**src/rtl/sobel_window_scheduler_if.sv**
```systemverilog
// Bundles the pixel-memory read port, the multiplier feed/return and the result stream.
// Master is the scheduler; slave is the memory/multiplier/downstream side.
interface sobel_window_scheduler_if #(
    parameter int ADDR_W = 24
);
    logic              mem_rd_en;
    logic [ADDR_W-1:0] mem_rd_addr;
    logic [23:0]       mem_rd_data;
    logic [23:0]       hold_a;
    logic [23:0]       hold_b;
    logic [23:0]       hold_c;
    logic              mult_en;
    // Gradients are carried as raw 9-bit two's-complement patterns.
    logic [8:0]        sobel_x_in;
    logic [8:0]        sobel_y_in;
    logic              res_valid;
    logic              res_ready;
    logic [ADDR_W-1:0] res_addr;
    logic [8:0]        res_x;
    logic [8:0]        res_y;

    modport master (
        output mem_rd_en, mem_rd_addr, hold_a, hold_b, hold_c, mult_en,
               res_valid, res_addr, res_x, res_y,
        input  mem_rd_data, sobel_x_in, sobel_y_in, res_ready
    );

    modport slave (
        input  mem_rd_en, mem_rd_addr, hold_a, hold_b, hold_c, mult_en,
               res_valid, res_addr, res_x, res_y,
        output mem_rd_data, sobel_x_in, sobel_y_in, res_ready
    );
endinterface

```
**src/rtl/sobel_window_scheduler.sv**
```systemverilog
// Per-pixel Sobel sequencer: 3 row reads, MULT_LAT+1 feed cycles, one result; 8 cycles/pixel at default.
// Backpressure: the result is held in OUT until res_ready; no new reads are issued while stalled.
module sobel_window_scheduler #(
    parameter int unsigned START_ADDR = 770,
    parameter int unsigned END_ADDR   = 1048576,
    parameter int unsigned IMG_W      = 768,
    parameter int          ADDR_W     = 24,
    parameter int unsigned MULT_LAT   = 2
) (
    input  logic clk,
    input  logic reset,
    input  logic start,
    output logic busy,
    output logic done,
    sobel_window_scheduler_if.master bus
);
    localparam int CNT_W = (MULT_LAT > 0) ? $clog2(MULT_LAT + 1) : 1;
    localparam logic [ADDR_W-1:0] FIRST_PIX = ADDR_W'(START_ADDR);
    localparam logic [ADDR_W-1:0] LAST_PIX  = ADDR_W'(END_ADDR - 1);
    localparam logic [ADDR_W-1:0] ROW_OFS   = ADDR_W'(IMG_W);
    localparam logic [CNT_W-1:0]  CNT_LAST  = CNT_W'(MULT_LAT);

    typedef enum logic [2:0] {
        S_IDLE, S_RD_A, S_RD_B, S_RD_C, S_CAPT, S_FEED, S_OUT, S_FIN
    } state_t;

    state_t            state_q, state_d;
    logic [ADDR_W-1:0] pix_q, pix_d;
    logic [CNT_W-1:0]  cnt_q, cnt_d;
    logic [23:0]       hold_a_q, hold_a_d, hold_b_q, hold_b_d, hold_c_q, hold_c_d;
    logic [ADDR_W-1:0] res_addr_q, res_addr_d;
    logic [8:0]        res_x_q, res_x_d, res_y_q, res_y_d;
    logic              rd_en;
    logic [ADDR_W-1:0] rd_addr;
    logic              mult_en;
    logic              res_valid;

    always_ff @(posedge clk) begin
        if (reset) begin
            state_q    <= S_IDLE;
            pix_q      <= FIRST_PIX;
            cnt_q      <= '0;
            hold_a_q   <= '0;
            hold_b_q   <= '0;
            hold_c_q   <= '0;
            res_addr_q <= '0;
            res_x_q    <= '0;
            res_y_q    <= '0;
        end else begin
            state_q    <= state_d;
            pix_q      <= pix_d;
            cnt_q      <= cnt_d;
            hold_a_q   <= hold_a_d;
            hold_b_q   <= hold_b_d;
            hold_c_q   <= hold_c_d;
            res_addr_q <= res_addr_d;
            res_x_q    <= res_x_d;
            res_y_q    <= res_y_d;
        end
    end

    always_comb begin
        state_d    = state_q;
        pix_d      = pix_q;
        cnt_d      = cnt_q;
        hold_a_d   = hold_a_q;
        hold_b_d   = hold_b_q;
        hold_c_d   = hold_c_q;
        res_addr_d = res_addr_q;
        res_x_d    = res_x_q;
        res_y_d    = res_y_q;
        rd_en      = 1'b0;
        rd_addr    = '0;
        mult_en    = 1'b0;
        res_valid  = 1'b0;
        done       = 1'b0;
        busy       = (state_q != S_IDLE);

        case (state_q)
            S_IDLE: begin
                if (start) begin
                    pix_d   = FIRST_PIX;
                    state_d = S_RD_A;
                end
            end
            S_RD_A: begin
                rd_en   = 1'b1;
                rd_addr = pix_q - ROW_OFS;
                state_d = S_RD_B;
            end
            // Read data lags its address by one cycle, so each row lands one state later.
            S_RD_B: begin
                rd_en    = 1'b1;
                rd_addr  = pix_q;
                hold_a_d = bus.mem_rd_data;
                state_d  = S_RD_C;
            end
            S_RD_C: begin
                rd_en    = 1'b1;
                rd_addr  = pix_q + ROW_OFS;
                hold_b_d = bus.mem_rd_data;
                state_d  = S_CAPT;
            end
            S_CAPT: begin
                hold_c_d = bus.mem_rd_data;
                cnt_d    = '0;
                state_d  = S_FEED;
            end
            S_FEED: begin
                mult_en = 1'b1;
                if (cnt_q == CNT_LAST) begin
                    res_x_d    = bus.sobel_x_in;
                    res_y_d    = bus.sobel_y_in;
                    res_addr_d = pix_q;
                    state_d    = S_OUT;
                end else begin
                    cnt_d = cnt_q + CNT_W'(1);
                end
            end
            S_OUT: begin
                res_valid = 1'b1;
                if (bus.res_ready) begin
                    if (pix_q == LAST_PIX) begin
                        state_d = S_FIN;
                    end else begin
                        pix_d   = pix_q + ADDR_W'(1);
                        state_d = S_RD_A;
                    end
                end
            end
            S_FIN: begin
                done    = 1'b1;
                state_d = S_IDLE;
            end
            default: state_d = S_IDLE;
        endcase
    end

    assign bus.mem_rd_en   = rd_en;
    assign bus.mem_rd_addr = rd_addr;
    assign bus.hold_a      = hold_a_q;
    assign bus.hold_b      = hold_b_q;
    assign bus.hold_c      = hold_c_q;
    assign bus.mult_en     = mult_en;
    assign bus.res_valid   = res_valid;
    assign bus.res_addr    = res_addr_q;
    assign bus.res_x       = res_x_q;
    assign bus.res_y       = res_y_q;
endmodule

```
**src/flat_wrapper.sv**
```systemverilog
// flat-port wrapper written by rule: the top's interface ports become plain ports
module sobel_window_scheduler_flat 
#(
    parameter int unsigned START_ADDR = 770,
    parameter int unsigned END_ADDR   = 1048576,
    parameter int unsigned IMG_W      = 768,
    parameter int          ADDR_W     = 24,
    parameter int unsigned MULT_LAT   = 2
)
  (clk, reset, start, busy, done, bus_mem_rd_en, bus_mem_rd_addr, bus_hold_a, bus_hold_b, bus_hold_c, bus_mult_en, bus_res_valid, bus_res_addr, bus_res_x, bus_res_y, bus_mem_rd_data, bus_sobel_x_in, bus_sobel_y_in, bus_res_ready);
  sobel_window_scheduler_if #(.ADDR_W(ADDR_W)) bus_i ();
  input  logic clk;
  input  logic reset;
  input  logic start;
  output logic busy;
  output logic done;
  output wire logic [$bits(bus_i.mem_rd_en)-1:0] bus_mem_rd_en;
  output wire logic [$bits(bus_i.mem_rd_addr)-1:0] bus_mem_rd_addr;
  output wire logic [$bits(bus_i.hold_a)-1:0] bus_hold_a;
  output wire logic [$bits(bus_i.hold_b)-1:0] bus_hold_b;
  output wire logic [$bits(bus_i.hold_c)-1:0] bus_hold_c;
  output wire logic [$bits(bus_i.mult_en)-1:0] bus_mult_en;
  output wire logic [$bits(bus_i.res_valid)-1:0] bus_res_valid;
  output wire logic [$bits(bus_i.res_addr)-1:0] bus_res_addr;
  output wire logic [$bits(bus_i.res_x)-1:0] bus_res_x;
  output wire logic [$bits(bus_i.res_y)-1:0] bus_res_y;
  input wire logic [$bits(bus_i.mem_rd_data)-1:0] bus_mem_rd_data;
  input wire logic [$bits(bus_i.sobel_x_in)-1:0] bus_sobel_x_in;
  input wire logic [$bits(bus_i.sobel_y_in)-1:0] bus_sobel_y_in;
  input wire logic [$bits(bus_i.res_ready)-1:0] bus_res_ready;
  assign bus_mem_rd_en = bus_i.mem_rd_en;
  assign bus_mem_rd_addr = bus_i.mem_rd_addr;
  assign bus_hold_a = bus_i.hold_a;
  assign bus_hold_b = bus_i.hold_b;
  assign bus_hold_c = bus_i.hold_c;
  assign bus_mult_en = bus_i.mult_en;
  assign bus_res_valid = bus_i.res_valid;
  assign bus_res_addr = bus_i.res_addr;
  assign bus_res_x = bus_i.res_x;
  assign bus_res_y = bus_i.res_y;
  assign bus_i.mem_rd_data = bus_mem_rd_data;
  assign bus_i.sobel_x_in = bus_sobel_x_in;
  assign bus_i.sobel_y_in = bus_sobel_y_in;
  assign bus_i.res_ready = bus_res_ready;
  sobel_window_scheduler #(.START_ADDR(START_ADDR), .END_ADDR(END_ADDR), .IMG_W(IMG_W), .ADDR_W(ADDR_W), .MULT_LAT(MULT_LAT)) u_core (.clk(clk), .reset(reset), .start(start), .busy(busy), .done(done), .bus(bus_i));
endmodule
```
**config.mk**
```make
export PLATFORM = sky130hd
export DESIGN_NAME = sobel_window_scheduler_flat
export DESIGN_NICKNAME = d
export VERILOG_FILES = /design/src/rtl/sobel_window_scheduler_if.sv /design/src/rtl/sobel_window_scheduler.sv /design/src/flat_wrapper.sv
export SDC_FILE = /design/constraint.sdc
export NUM_CORES = 1
export LEC_CHECK = 0
export ABC_AREA = 0
export BUFFER_PORTS_ARGS = -buffer_cell sky130_fd_sc_hd__buf_2
export CORE_ASPECT_RATIO = 0.5
export CORE_UTILIZATION = 52
export CTS_CLUSTER_SIZE = 30
export DETAILED_ROUTE_END_ITERATION = 10
export PLACE_DENSITY_LB_ADDON = 0.15
export SYNTH_ARGS = -nofsm -noshare
export SYNTH_HDL_FRONTEND = slang
export SYNTH_SLANG_ARGS = --single-unit
```
**constraint.sdc**
```tcl
create_clock -name clk -period 4.5 [get_ports clk]
set_input_delay 0.9 -clock clk [delete_from_list [all_inputs] [get_ports clk]]
set_output_delay 0.9 -clock clk [all_outputs]
set_load 0.005 [all_outputs]
```
=== After elaboration in Yosys (flattened, before gate mapping) ===
Cells that the tools add are included.

* Flip-flop bits (word level): 143
* Bits in latches: 0
* Bits in writable memories: 0
* ROM bits: 0
* Input bits: 46
* Output and inout port bits: 143
* Logic and storage cells: 52
* Memories: 0

* $add $sub $neg: 4
* Multipliers: 0
* Divide/modulo/power cells: 0
* Magnitude comparators: 0
* Eq/ne operators: 14
* Shifts and indexed selects: 0
* Multiplexer cells: 16
* Bitwise logic cells: 0
* Reductions and logical operators: 9

{| class="wikitable"
|+ Operators by type and width
! operator !! number
|-
| 2-to-1 mux 24 bit || 3
|-
| case mux 24 bit (3 select lines) || 1
|-
| case mux 24 bit (2 select lines) || 1
|-
| adder 24 x 1 -> 24 bit, second input constant || 1
|-
| adder 24 x 10 -> 24 bit, second input constant || 1
|-
| equality test 24 x 20 -> 1 bit, second input constant || 1
|-
| case mux 3 bit (8 select lines) || 1
|-
| subtractor 24 x 10 -> 24 bit, second input constant || 1
|-
| equality test 3 bit, second input constant || 4
|-
| 2-to-1 mux 3 bit || 4
|-
| inequality test 2 bit, second input constant || 4
|-
| equality test 3 x 2 -> 1 bit, second input constant || 2
|-
| 2-to-1 mux 1 bit || 4
|-
| case mux 2 bit (2 select lines) || 1
|-
| AND reduction 2 bit || 2
|-
| AND reduction 4 bit || 1
|-
| nonzero test 2 bit || 2
|-
| equality test 3 x 1 -> 1 bit, second input constant || 1
|-
| zero test 3 bit || 1
|-
| AND reduction 3 bit || 1
|-
| nonzero test 3 bit || 1
|-
| OR reduction 3 bit || 1
|-
| adder 2 x 1 -> 2 bit, second input constant || 1
|-
| equality test 2 bit, second input constant || 1
|-
| 2 further kinds || 2
|}

=== Longest topological paths before layout ===
Gate-level depths: netlist (run 1).

* Word-level depth: 4
* Mapped depth: 11
* Mapped depth without buffers: 9

=== Worst setup path after synthesis (run 1) ===
Ideal clock, no wire load.

* Path kind: register to output
* Start point: register u_core.state_q[0]
* End point: output bus_mem_rd_addr[18]
* Arrival: 3141 ps
* Required time: 3600 ps
* Setup slack: 459 ps
* Stages on the path, launching flop included: 10
* Path buffers: 2
* Cells stage by stage: dfxtp_1 -> clkbuf_1 -> nor2b_1 -> nand2_1 -> clkbuf_1 -> ha_1 -> a2111o_1 -> o2111a_1 -> or3_1 -> a32o_1

* Word-level cells in the longest chain between the ends: 2
* Elaborated cells on any way between the ends: 4
* Classes of those cells: eq/ne: 3; mux: 1

{| class="wikitable"
|+ Ends and longest elaborated chain
! what !! line !! source
|-
| from (decl) || sobel_window_scheduler.sv:27 || <nowiki>state_t state_q, state_d;</nowiki>
|-
| from (signal assigned) || sobel_window_scheduler.sv:50 || <nowiki>state_q <= state_d;</nowiki>
|-
| equality test 3 x 2 -> 1 bit or equality test 3 x 1 -> 1 bit (tied branches) || sobel_window_scheduler.sv:79 || <nowiki>case (state_q)</nowiki>
|-
| case mux 24 bit (3 select lines) (*) || sobel_window_scheduler.sv:79 ||
|-
| to (decl) || flat_wrapper.sv:18 || <nowiki>output wire logic [$bits(bus_i.mem_rd_addr)-1:0] bus_mem_rd_addr;</nowiki>
|}

Mark *: on every way between the ends. The rest lies on a longest branch, timed or not.

=== Worst setup path after layout (run 1) ===
Same ends and word-level chain as after synthesis.

==> results of run 1 <==
[metrics by stage]
| step | util [%] | cells |
|---|---|---|
| after CTS | 68.64 | 1205 |
| after detailed placement | 63.21 | 1173 |
| after global routing | 68.68 | 1205 |
| after floorplan | - | 861 |
| after global placement | 63.21 | 1173 |
| final | 68.68 | 1205 |
[power by group through the flow]
stage | logic [mW] | registers [mW] | clock network (mW)
6_report | 0.477 | 1.33 | 1.58
5_1_grt | 0.531 | 1.33 | 1.66
4_1_cts | 0.473 | 1.33 | 1.60
3_5_place_dp | 0.470 | 1.36 | 0
3_3_place_gp | 0.466 | 1.35 | 0
2_1_floorplan | 0.314 | 1.35 | 0
[sequential cells by signal, indices dropped and copies added, names as in the netlist]
| name | flops |
|---|---|
| u_core.bus.hold_c | 24 |
| u_core.bus.res_x | 9 |
| u_core.cnt_q | 2 |
| u_core.bus.hold_b | 24 |
| u_core.state_q | 3 |
| u_core.bus.res_addr | 24 |
| u_core.pix_q | 24 |
| u_core.bus.res_y | 9 |
| u_core.bus.hold_a | 24 |
[per-layer routing]
metal / track usage, % / vias up / part of all wire [%]
li1: - / 3316 / -
met1: 35.15 / 3132 / 43
met2: 47.41 / 235 / 47
met3: 9.646 / 29 / 8.9
met4: 10.94 / 2 / 1.4
met5: 0 / - / 0.063
[synthesized netlist by cell type (5+ instances only)]
library cell / instances
nand2_1: 261
dfxtp_1: 143
a21oi_1: 138
clkbuf_1: 50
nor2_1: 23
nand3_1: 20
ha_1: 18
o21ai_0: 15
o211ai_1: 12
inv_1: 11
and2_1: 10
and3_1: 10
nand4_1: 10
nor3_1: 10
a31oi_1: 9
mux2i_1: 8
nor2b_1: 7
o21a_1: 6
o21ai_2: 6
a21o_1: 5
a32o_1: 5
o31ai_1: 5
or3_1: 5
[area by class of cell]
class                      count  area share (%)
sequential                   143           34.39
inverter                      14          0.6312
timing repair buffer         205           12.86
clock buffer                  18           5.155
clock inverter                14           2.750
tap                          165           2.480
multi-input combinational    646           41.73
[logic make-up (layout without fill, tap and decap cells)]
kind of cell | count (synthesis) | count (layout)
buffers and inverters | 72 | 251
XOR/XNOR | 3 | 3
flip-flops | 143 | 143
multiplexers | 9 | 9
AO/OA/AOI/OAI | 240 | 240
AND/OR/NAND/NOR | 375 | 375
adder cells (fa/ha/maj) | 19 | 19
[critical path: cells and delay by family, from the launching register on]
| family | cells | cell delay (ns) |
|---|---|---|
| compound gates | 3 | 1.00 |
| fa+ha+maj | 1 | 0.47 |
| buf+inv | 1 | 0.12 |
| flops | 1 | 0.50 |
| simple gates | 3 | 0.83 |
[worst paths after layout]
kind,to,from,depth (start not counted),slack [ns]
max reg2reg,u_core.pix_q[22],u_core.state_q[1],7,1.66
max,bus_mem_rd_addr[18],u_core.state_q[0],8,0.28
min,u_core.bus.hold_a[22],u_core.bus.hold_a[22],2,0.45
min reg2reg,u_core.bus.hold_a[22],u_core.bus.hold_a[22],2,0.45
==> flow_summary.json, run 1 <==
{
  "fin_crit_ns": 4.224,
  "end_kind": "output port",
  "fp.coreArea_sq_um": 12120,
  "synth.avg_cell_area_sq_um": 7.703,
  "grt_pass1_vias": 6062,
  "postCtsSetupBuffers": 0,
  "worstSetupStartpointType": "flip-flop",
  "drc": 0,
  "place_area_sq_um": 7662,
  "postCtsHoldBufs": 0,
  "final_cell_mix": "261 x nand2_1, 187 x buf_2, 143 x dfxtp_1, 138 x a21oi_1, 23 x nor2_1",
  "fin_ws_ns": 0.2764,
  "fp.dieArea_sq_um": 13240,
  "core.rowCount": 28,
  "nNetsFinal": 1092,
  "clockRootBuffer": "clkbuf_16",
  "p_seq_share_pct": 39.3,
  "numPortBuffers": 188,
  "ant_nets": 0,
  "ys_seq_elements": 143,
  "power_frac_clock_pct": 46.6,
  "finClkSkew_ns": 0.009431,
  "crit_fanout": 12,
  "cp_data_arrival_time_ns": 3.32,
  "tightest_slew_ns": 1.039,
  "netSwitchingPower_mw": 0.8967,
  "final_common_cell": "nand2_1",
  "synth-simple-area-share_pct": 24.71,
  "syn_nets": 926,
  "slew_headroom_pct": 30.60,
  "fill_cells": 1084,
  "drt_iter0_drc": 427,
  "wl_microns": 19130,
  "synth_area_leaders": "dfxtp_1 43%, nand2_1 15%, a21oi_1 10%",
  "p_int_mw": 2.489,
  "cts_max_level": 4,
  "final_cell_area_sq_um": 8325,
  "synth_edf_count": 0,
  "synthAdderAreaFrac_pct": 3.697,
  "ys_async_sr_fraction_pct": 0,
  "dp_slack_ns": 0.7325,
  "clk_latency_ns": 0.42,
  "power_mw": 3.385,
  "syn_inst": 861,
  "grt.total_usage_pct": 28.70,
  "multi_input_area_sq_um": 3475,
  "cts.sinks": 143,
  "synth_cell_types": 66,
  "grt_pass1_wl_microns": 29820,
  "p_comb_share_pct": 14.1,
  "ctsResizeCount": 0,
  "seqCellArea_sq_um": 2863,
  "timing.final.crit_share_pct": 93.86,
  "diodes": 0,
  "clk_pin_slew_worst_paths_ns": 0.06,
  "dominantRegCellSynth": "dfxtp_1",
  "rsz0062_at_grt": "no",
  "die_w_microns": 161.7,
  "finalSetupViolCount": 0,
  "wl_per_cell_microns": 15.88,
  "hold_path.class": "reg2reg",
  "crit_required_ns": 3.60,
  "pin_count": 189,
  "overflow": 0,
  "finalMaxSlewViolations": 0,
  "peakVddDrop_v": 0.0002179,
  "fmax_mhz": 236.8,
  "initial_utilization_pct": 54.72,
  "critPathSlowestCell": "dfxtp_1",
  "p_sw_share_pct": 26.49,
  "place.gp.congestion": 0.9116,
  "path_cells": "nor2b_1 > nand2_1 > ha_1 > a2111o_1 > o2111a_1 > or3_1 > a32o_1 > buf_2",
  "holdWs_ns": 0.4497,
  "synth_top_family_by_area": "simple AND/OR/NAND/NOR gates",
  "synth_xor_area_share_pct": 0.3962,
  "seq_area_frac_synth_pct": 43.16,
  "die_h_microns": 81.86,
  "cts_buffers": 17,
  "synth_top_cell_area_share_pct": 43.16,
  "dp_hpwl_microns": 12920,
  "maxCapViolations": 0,
  "path_class": "reg2out",
  "critical_path.max_stage_delay_ns": 0.50,
  "layout-drive-gt1-share_pct": 24.81,
  "outcome": "completed",
  "ys.warnings.count": 0,
  "post_synth_mux_area_share_pct": 1.377,
  "vias_per_cell": 5.572,
  "grt_max_degree": 73,
  "power_density_nw_per_um2": 406.6,
  "tns_ns": 0,
  "netlist_area_sq_um": 6633,
  "hold_violations": 0,
  "area_growth_syn_to_layout_pct": 25.52,
  "grt_antenna_before_repair": 1,
  "synth_top_area_cell": "dfxtp_1",
  "via_count": 6714,
  "cts_tree": "done",
  "clock_path_buffers": 2,
  "leakage_nw": 3.589,
  "drt-pass1-iter-count": 5,
  "synth-compound-area-share_pct": 22.09
}
(Power assumes the default switching activity.)
==> run 2: changes to the inputs <==
--- a/config.mk
+++ b/config.mk
@@ -12,6 +12,7 @@
 export CTS_CLUSTER_SIZE = 30
 export DETAILED_ROUTE_END_ITERATION = 10
 export PLACE_DENSITY_LB_ADDON = 0.15
+export REMOVE_ABC_BUFFERS = 1
 export SYNTH_ARGS = -nofsm -noshare
 export SYNTH_HDL_FRONTEND = slang
 export SYNTH_SLANG_ARGS = --single-unit
==> run 2 against run 1 <==
Effect of this change: core utilization shrank 0.55 points; count of clock-buffer cells in the layout rose by 1; global-route usage increased by 0.72 points; cell area shrank 0.80%; register-to-register slack improved by 0.10 ns; sequential cell count stayed put; via count rose by 2.2%; worst hold slack about the same; sequential power is essentially flat; die area stayed put; clock skew about the same; wire length is 1.9% higher; highest routed layer is now met4.
==> flow_summary.json, run 2 (synthesized netlist as in run 1, its figures left out) <==
{
  "r2r_cells": 7,
  "final_util_pct": 68.14,
  "grt_max_degree": 67,
  "r2r_start": "u_core.state_q[1]",
  "dp_slack_ns": 0.5811,
  "finalSetupViolCount": 0,
  "drc": 0,
  "p_sw_share_pct": 27.62,
  "fmax_mhz": 238.0,
  "place.gp.congestion": 0.8842,
  "grt_pass1_vias": 6170,
  "finalMaxSlewViolations": 0,
  "slew_headroom_pct": 20.35,
  "setup.worst_path.start": "u_core.state_q[1]",
  "hold_path.class": "reg2reg",
  "p_seq_share_pct": 40.6,
  "finClkSkew_ns": 0.009831,
  "fin_ws_ns": 0.2975,
  "postCtsSetupBuffers": 0,
  "r2r_end": "u_core.pix_q[20]",
  "vias_per_cell": 5.704,
  "worstHoldStart": "u_core.bus.res_addr[18]",
  "wl_microns": 19490,
  "final_common_cell": "nand2_1",
  "p_int_mw": 2.373,
  "numPortBuffers": 188,
  "place_area_sq_um": 7647,
  "clk_pin_slew_worst_paths_ns": 0.06,
  "clockRootBuffer": "clkbuf_16",
  "power_density_nw_per_um2": 397.0,
  "grt_antenna_before_repair": 0,
  "area_growth_syn_to_layout_pct": 24.52,
  "power_frac_clock_pct": 44.7,
  "r2r_setup_slack_ns": 1.76,
  "rsz0062_at_grt": "no",
  "fp.coreArea_sq_um": 12120,
  "cp_data_arrival_time_ns": 3.30,
  "leakage_nw": 3.553,
  "core.rowCount": 28,
  "overflow": 0,
  "clock_path_buffers": 2,
  "cts.sinks": 143,
  "end_kind": "output port",
  "dp_hpwl_microns": 12860,
  "cts_tree": "done",
  "p_comb_share_pct": 14.8,
  "die_w_microns": 161.7,
  "maxCapViolations": 0,
  "hold_end": "u_core.bus.res_addr[18]",
  "fin_crit_ns": 4.203,
  "hold_violations": 0,
  "crit_fanout": 14,
  "outcome": "completed",
  "final_cell_area_sq_um": 8259,
  "layout-drive-gt1-share_pct": 24.66,
  "wl_per_cell_microns": 16.20,
  "worstSetupStartpointType": "flip-flop",
  "peakVddDrop_v": 0.0002148,
  "die_h_microns": 81.86,
  "diodes": 0,
  "cts_buffers": 17,
  "pin_count": 189,
  "grt.total_usage_pct": 29.42,
  "holdPathStages": 2,
  "netSwitchingPower_mw": 0.9054,
  "cts_max_level": 4,
  "fp.dieArea_sq_um": 13240,
  "grt_pass1_wl_microns": 30460,
  "final_cell_mix": "260 x nand2_1, 187 x buf_2, 142 x dfxtp_1, 138 x a21oi_1, 23 x nor2_1",
  "initial_utilization_pct": 54.72,
  "clk_latency_ns": 0.42,
  "drt_iter0_drc": 579,
  "fill_cells": 1054,
  "postCtsHoldBufs": 0,
  "timing.final.crit_share_pct": 93.39,
  "via_count": 6862,
  "crit_required_ns": 3.60,
  "drt-pass1-iter-count": 5,
  "nNetsFinal": 1090,
  "path_class": "reg2out",
  "tightest_slew_ns": 1.195,
  "ant_nets": 0
}
-- run 2: cell type report --
cell class	count	area, sq um	area share [%]
multi-input cells	646	3472	42.04
well taps	165	206.4	2.500
clock inverters	13	175.2	2.121
flip-flops and latches	143	2864	34.68
repair buffers	203	1056	12.79
clock buffers	19	432.9	5.242
inverters	14	52.55	0.6363
-- run 2: critical path, cell delays in order (launching register included) --
cell,delay [ns]
dfxtp_1,0.61
nand2_2,0.32
buf_4,0.26
fa_1,0.41
nor2b_1,0.16
o31a_1,0.27
o211ai_1,0.17
a2111oi_0,0.43
nand3b_1,0.16
buf_2,0.11
-- run 2: power by group through the flow --
stage,clock (mW),combinational [mW],sequential (mW)
floorplan,0,0.266,1.36
global placement,0,0.468,1.35
detailed placement,0,0.476,1.36
CTS,1.48,0.479,1.33
global route,1.54,0.532,1.33
finish,1.46,0.484,1.33
-- run 2: stage by stage --
step | total power [mW] | std cells | setup TNS (ns) | hold slack, ns
2_1_floorplan | 1.626 | 803 | -0.01065 | 0.4467
3_3_place_gp | 1.822 | 1171 | 0 | 0.4381
3_5_place_dp | 1.833 | 1171 | 0 | 0.4430
4_1_cts | 3.285 | 1203 | 0 | 0.4510
5_1_grt | 3.403 | 1203 | 0 | 0.4720
6_report | 3.279 | 1203 | 0 | 0.4501
-- run 2: how the worst max path moves through the flow --
stage	to	slack, ns	cells after the start
finish	bus_mem_rd_addr[20]	0.30	9
CTS	bus_mem_rd_addr[20]	0.11	10
floorplan	bus_mem_rd_addr[18]	-0.01	7
global placement	bus_mem_rd_addr[22]	0.67	10
global route	bus_mem_rd_addr[20]	0.08	9
detailed placement	bus_mem_rd_addr[20]	0.58	10
-- run 2: metal layers --
metal  global-route usage [%]  routed length, microns  vias up
met4                    9.057                     310        0
met5                        0                       0        -
met1                    37.54                    8681     3241
li1                         -                       -     3314
met3                    6.313                    1321       37
met2                    50.47                    9179      270
-- run 2: repair_timing --
| item | CTS | global route |
|---|---|---|
| hold endpoints to repair | 0 | 0 |
| resized for setup | 0 | 2 |
| setup endpoints to repair | 0 | 6 |
==> run 3: changes to the inputs <==
--- a/config.mk
+++ b/config.mk
@@ -8,7 +8,7 @@
 export ABC_AREA = 0
 export BUFFER_PORTS_ARGS = -buffer_cell sky130_fd_sc_hd__buf_2
 export CORE_ASPECT_RATIO = 0.5
-export CORE_UTILIZATION = 52
+export CORE_UTILIZATION = 35
 export CTS_CLUSTER_SIZE = 30
 export DETAILED_ROUTE_END_ITERATION = 10
 export PLACE_DENSITY_LB_ADDON = 0.15
==> run 3 against run 2 <==
Effect of this change: wire length rose by 4.4%; count of clock-buffer cells in the layout fell by 1; final cell count rose by 8.0%; register-to-register slack got worse by 0.15 ns; sequential power barely moved; fmax fell by 0.63%; first-iteration DRC count fell by 48%; largest cell class unchanged.
==> flow_summary.json, run 3 (synthesized netlist as in run 1, its figures left out) <==
{
  "cp_top_family": "compound AO/OA/AOI/OAI gates",
  "maxCapViolations": 0,
  "p_int_mw": 2.331,
  "cts_buffers": 17,
  "power_density_nw_per_um2": 387.1,
  "crit_fanout": 19,
  "worstSetupStartpointType": "flip-flop",
  "grt.total_usage_pct": 21.20,
  "place.gp.congestion": 0.8857,
  "critPathSlowestCell": "dfxtp_1",
  "pin_count": 189,
  "die_w_microns": 196.7,
  "layout-drive-gt1-share_pct": 25.00,
  "grt_antenna_before_repair": 0,
  "final_cell_mix": "260 x nand2_1, 187 x buf_2, 143 x dfxtp_1, 138 x a21oi_1, 23 x nor2_1",
  "grt_pass1_vias": 6131,
  "fp.coreArea_sq_um": 18480,
  "outcome": "completed",
  "vias_per_cell": 5.149,
  "clk_pin_slew_worst_paths_ns": 0.06,
  "peakVddDrop_v": 0.0002475,
  "p_seq_share_pct": 40.9,
  "cp_data_arrival_time_ns": 3.33,
  "netSwitchingPower_mw": 0.9191,
  "fmax_mhz": 236.5,
  "drc": 0,
  "worstHoldStart": "u_core.bus.hold_b[7]",
  "place_area_sq_um": 7792,
  "fp.dieArea_sq_um": 19540,
  "grt_pass1_wl_microns": 32440,
  "end_kind": "output port",
  "hold_violations": 0,
  "leakage_nw": 3.567,
  "diodes": 0,
  "final_cell_area_sq_um": 8397,
  "critical_path.max_stage_delay_ns": 0.51,
  "r2r_start": "u_core.state_q[1]",
  "cts.sinks": 143,
  "finalSetupViolCount": 0,
  "hold_path.class": "reg2reg",
  "critPathBufInv": 1,
  "grt_max_degree": 65,
  "fin_crit_ns": 4.229,
  "die_h_microns": 99.34,
  "cts_tree": "done",
  "multi_input_area_sq_um": 3487,
  "fill_cells": 1901,
  "holdPathStages": 2,
  "clk_latency_ns": 0.42,
  "timing.final.crit_share_pct": 93.98,
  "core.rowCount": 35,
  "wl_per_cell_microns": 15.67,
  "dp_hpwl_microns": 13750,
  "initial_utilization_pct": 35.89,
  "area_growth_syn_to_layout_pct": 26.60,
  "drt_iter0_drc": 303,
  "tightest_slew_ns": 0.9854,
  "p_sw_share_pct": 28.28,
  "overflow": 0,
  "finClkSkew_ns": 0.01027,
  "p_comb_share_pct": 15.1,
  "power_mw": 3.250,
  "r2r_cells": 7,
  "wl_microns": 20350,
  "r2r_end": "u_core.pix_q[22]",
  "clockRootBuffer": "clkbuf_16",
  "via_count": 6688,
  "cts_max_level": 4,
  "final_common_cell": "nand2_1",
  "finalMaxSlewViolations": 0,
  "rsz0062_at_grt": "no",
  "path_cells": "nor2b_1 > nand2_4 > ha_1 > a2111o_1 > o2111a_1 > or3_1 > a32o_1 > buf_2",
  "r2r_setup_slack_ns": 1.61,
  "path_class": "reg2out",
  "ant_nets": 0,
  "crit_required_ns": 3.60,
  "drt-pass1-iter-count": 5,
  "slew_headroom_pct": 34.15,
  "nNetsFinal": 1093,
  "hold_end": "u_core.bus.hold_b[7]",
  "clock_path_buffers": 2,
  "seqCellArea_sq_um": 2863,
  "power_frac_clock_pct": 44.0,
  "numPortBuffers": 188
}
-- run 3: changes by cell type in the layout (fill, tap and decap cells not counted), sizes merged --
cell | before | now
inv | 18 | 19
buf | 203 | 206
clkinvlp | 1 | 3
clkbuf | 19 | 18
clkinv | 5 | 3
bufinv | 3 | 2
-- run 3: worst max-delay path by stage --
stage               slack (ns)                  end  cells after the start         startpoint
global route              0.08  bus_mem_rd_addr[18]                      8  u_core.state_q[0]
CTS                       0.16  bus_mem_rd_addr[23]                      9  u_core.state_q[0]
floorplan                -0.01  bus_mem_rd_addr[18]                      7  u_core.state_q[0]
global placement          0.42  bus_mem_rd_addr[23]                      9  u_core.state_q[0]
detailed placement        0.38  bus_mem_rd_addr[23]                      9  u_core.state_q[0]
finish                    0.27  bus_mem_rd_addr[18]                      8  u_core.state_q[0]
-- run 3: repair_timing --
action	in CTS	in global routing
endpoints found under the setup margin	2	2
gates resized for setup	1	2
pin swaps	0	0
hold buffers	0	0
setup buffers	0	0
-- run 3: worst reg2reg max path: stages (launching register included) --
cell and delay, ns:
dfxtp_1 0.61, and2b_2 0.31, nand2_2 0.26, inv_2 0.29
nand2_1 0.15, a21oi_2 0.39, nand2_1 0.37, o41ai_1 0.41
-- run 3: layout make-up --
type	count	area share, %
Clock buffer	18	5.230
Timing Repair Buffer	206	12.84
Sequential cell	143	34.09
Inverter	14	0.6258
Multi-Input combinational cell	646	41.53
Tap cell	259	3.859
Clock inverter	13	1.818
-- run 3: per-stage QoR --
step                hold WS, ns  utilization, %  setup TNS (ns)  std cells  setup WS, ns
finish                   0.4505           45.44               0       1299        0.2708
global route             0.4707           45.44               0       1299       0.08157
CTS                      0.4528           45.38               0       1299        0.1594
detailed placement       0.4441           42.17               0       1268        0.3768
global placement         0.4380           42.17               0       1268        0.4241
floorplan                0.4467               -        -0.01065        803      -0.01065
-- run 3: per-layer routing --
layer / track usage (%) / up-vias / wire length, microns
met5: 0 / - / 0
met1: 28.50 / 3181 / 9970
li1: - / 3321 / -
met3: 4.917 / 17 / 983
met2: 34.40 / 169 / 9219
met4: 5.247 / 0 / 181
-- run 3: power groups by stage --
stage	Sequential, mW	Combinational (mW)	Clock [mW]
2_1_floorplan	1.36	0.266	0
3_3_place_gp	1.35	0.482	0
3_5_place_dp	1.36	0.487	0
4_1_cts	1.33	0.490	1.47
5_1_grt	1.33	0.545	1.53
6_report	1.33	0.490	1.43
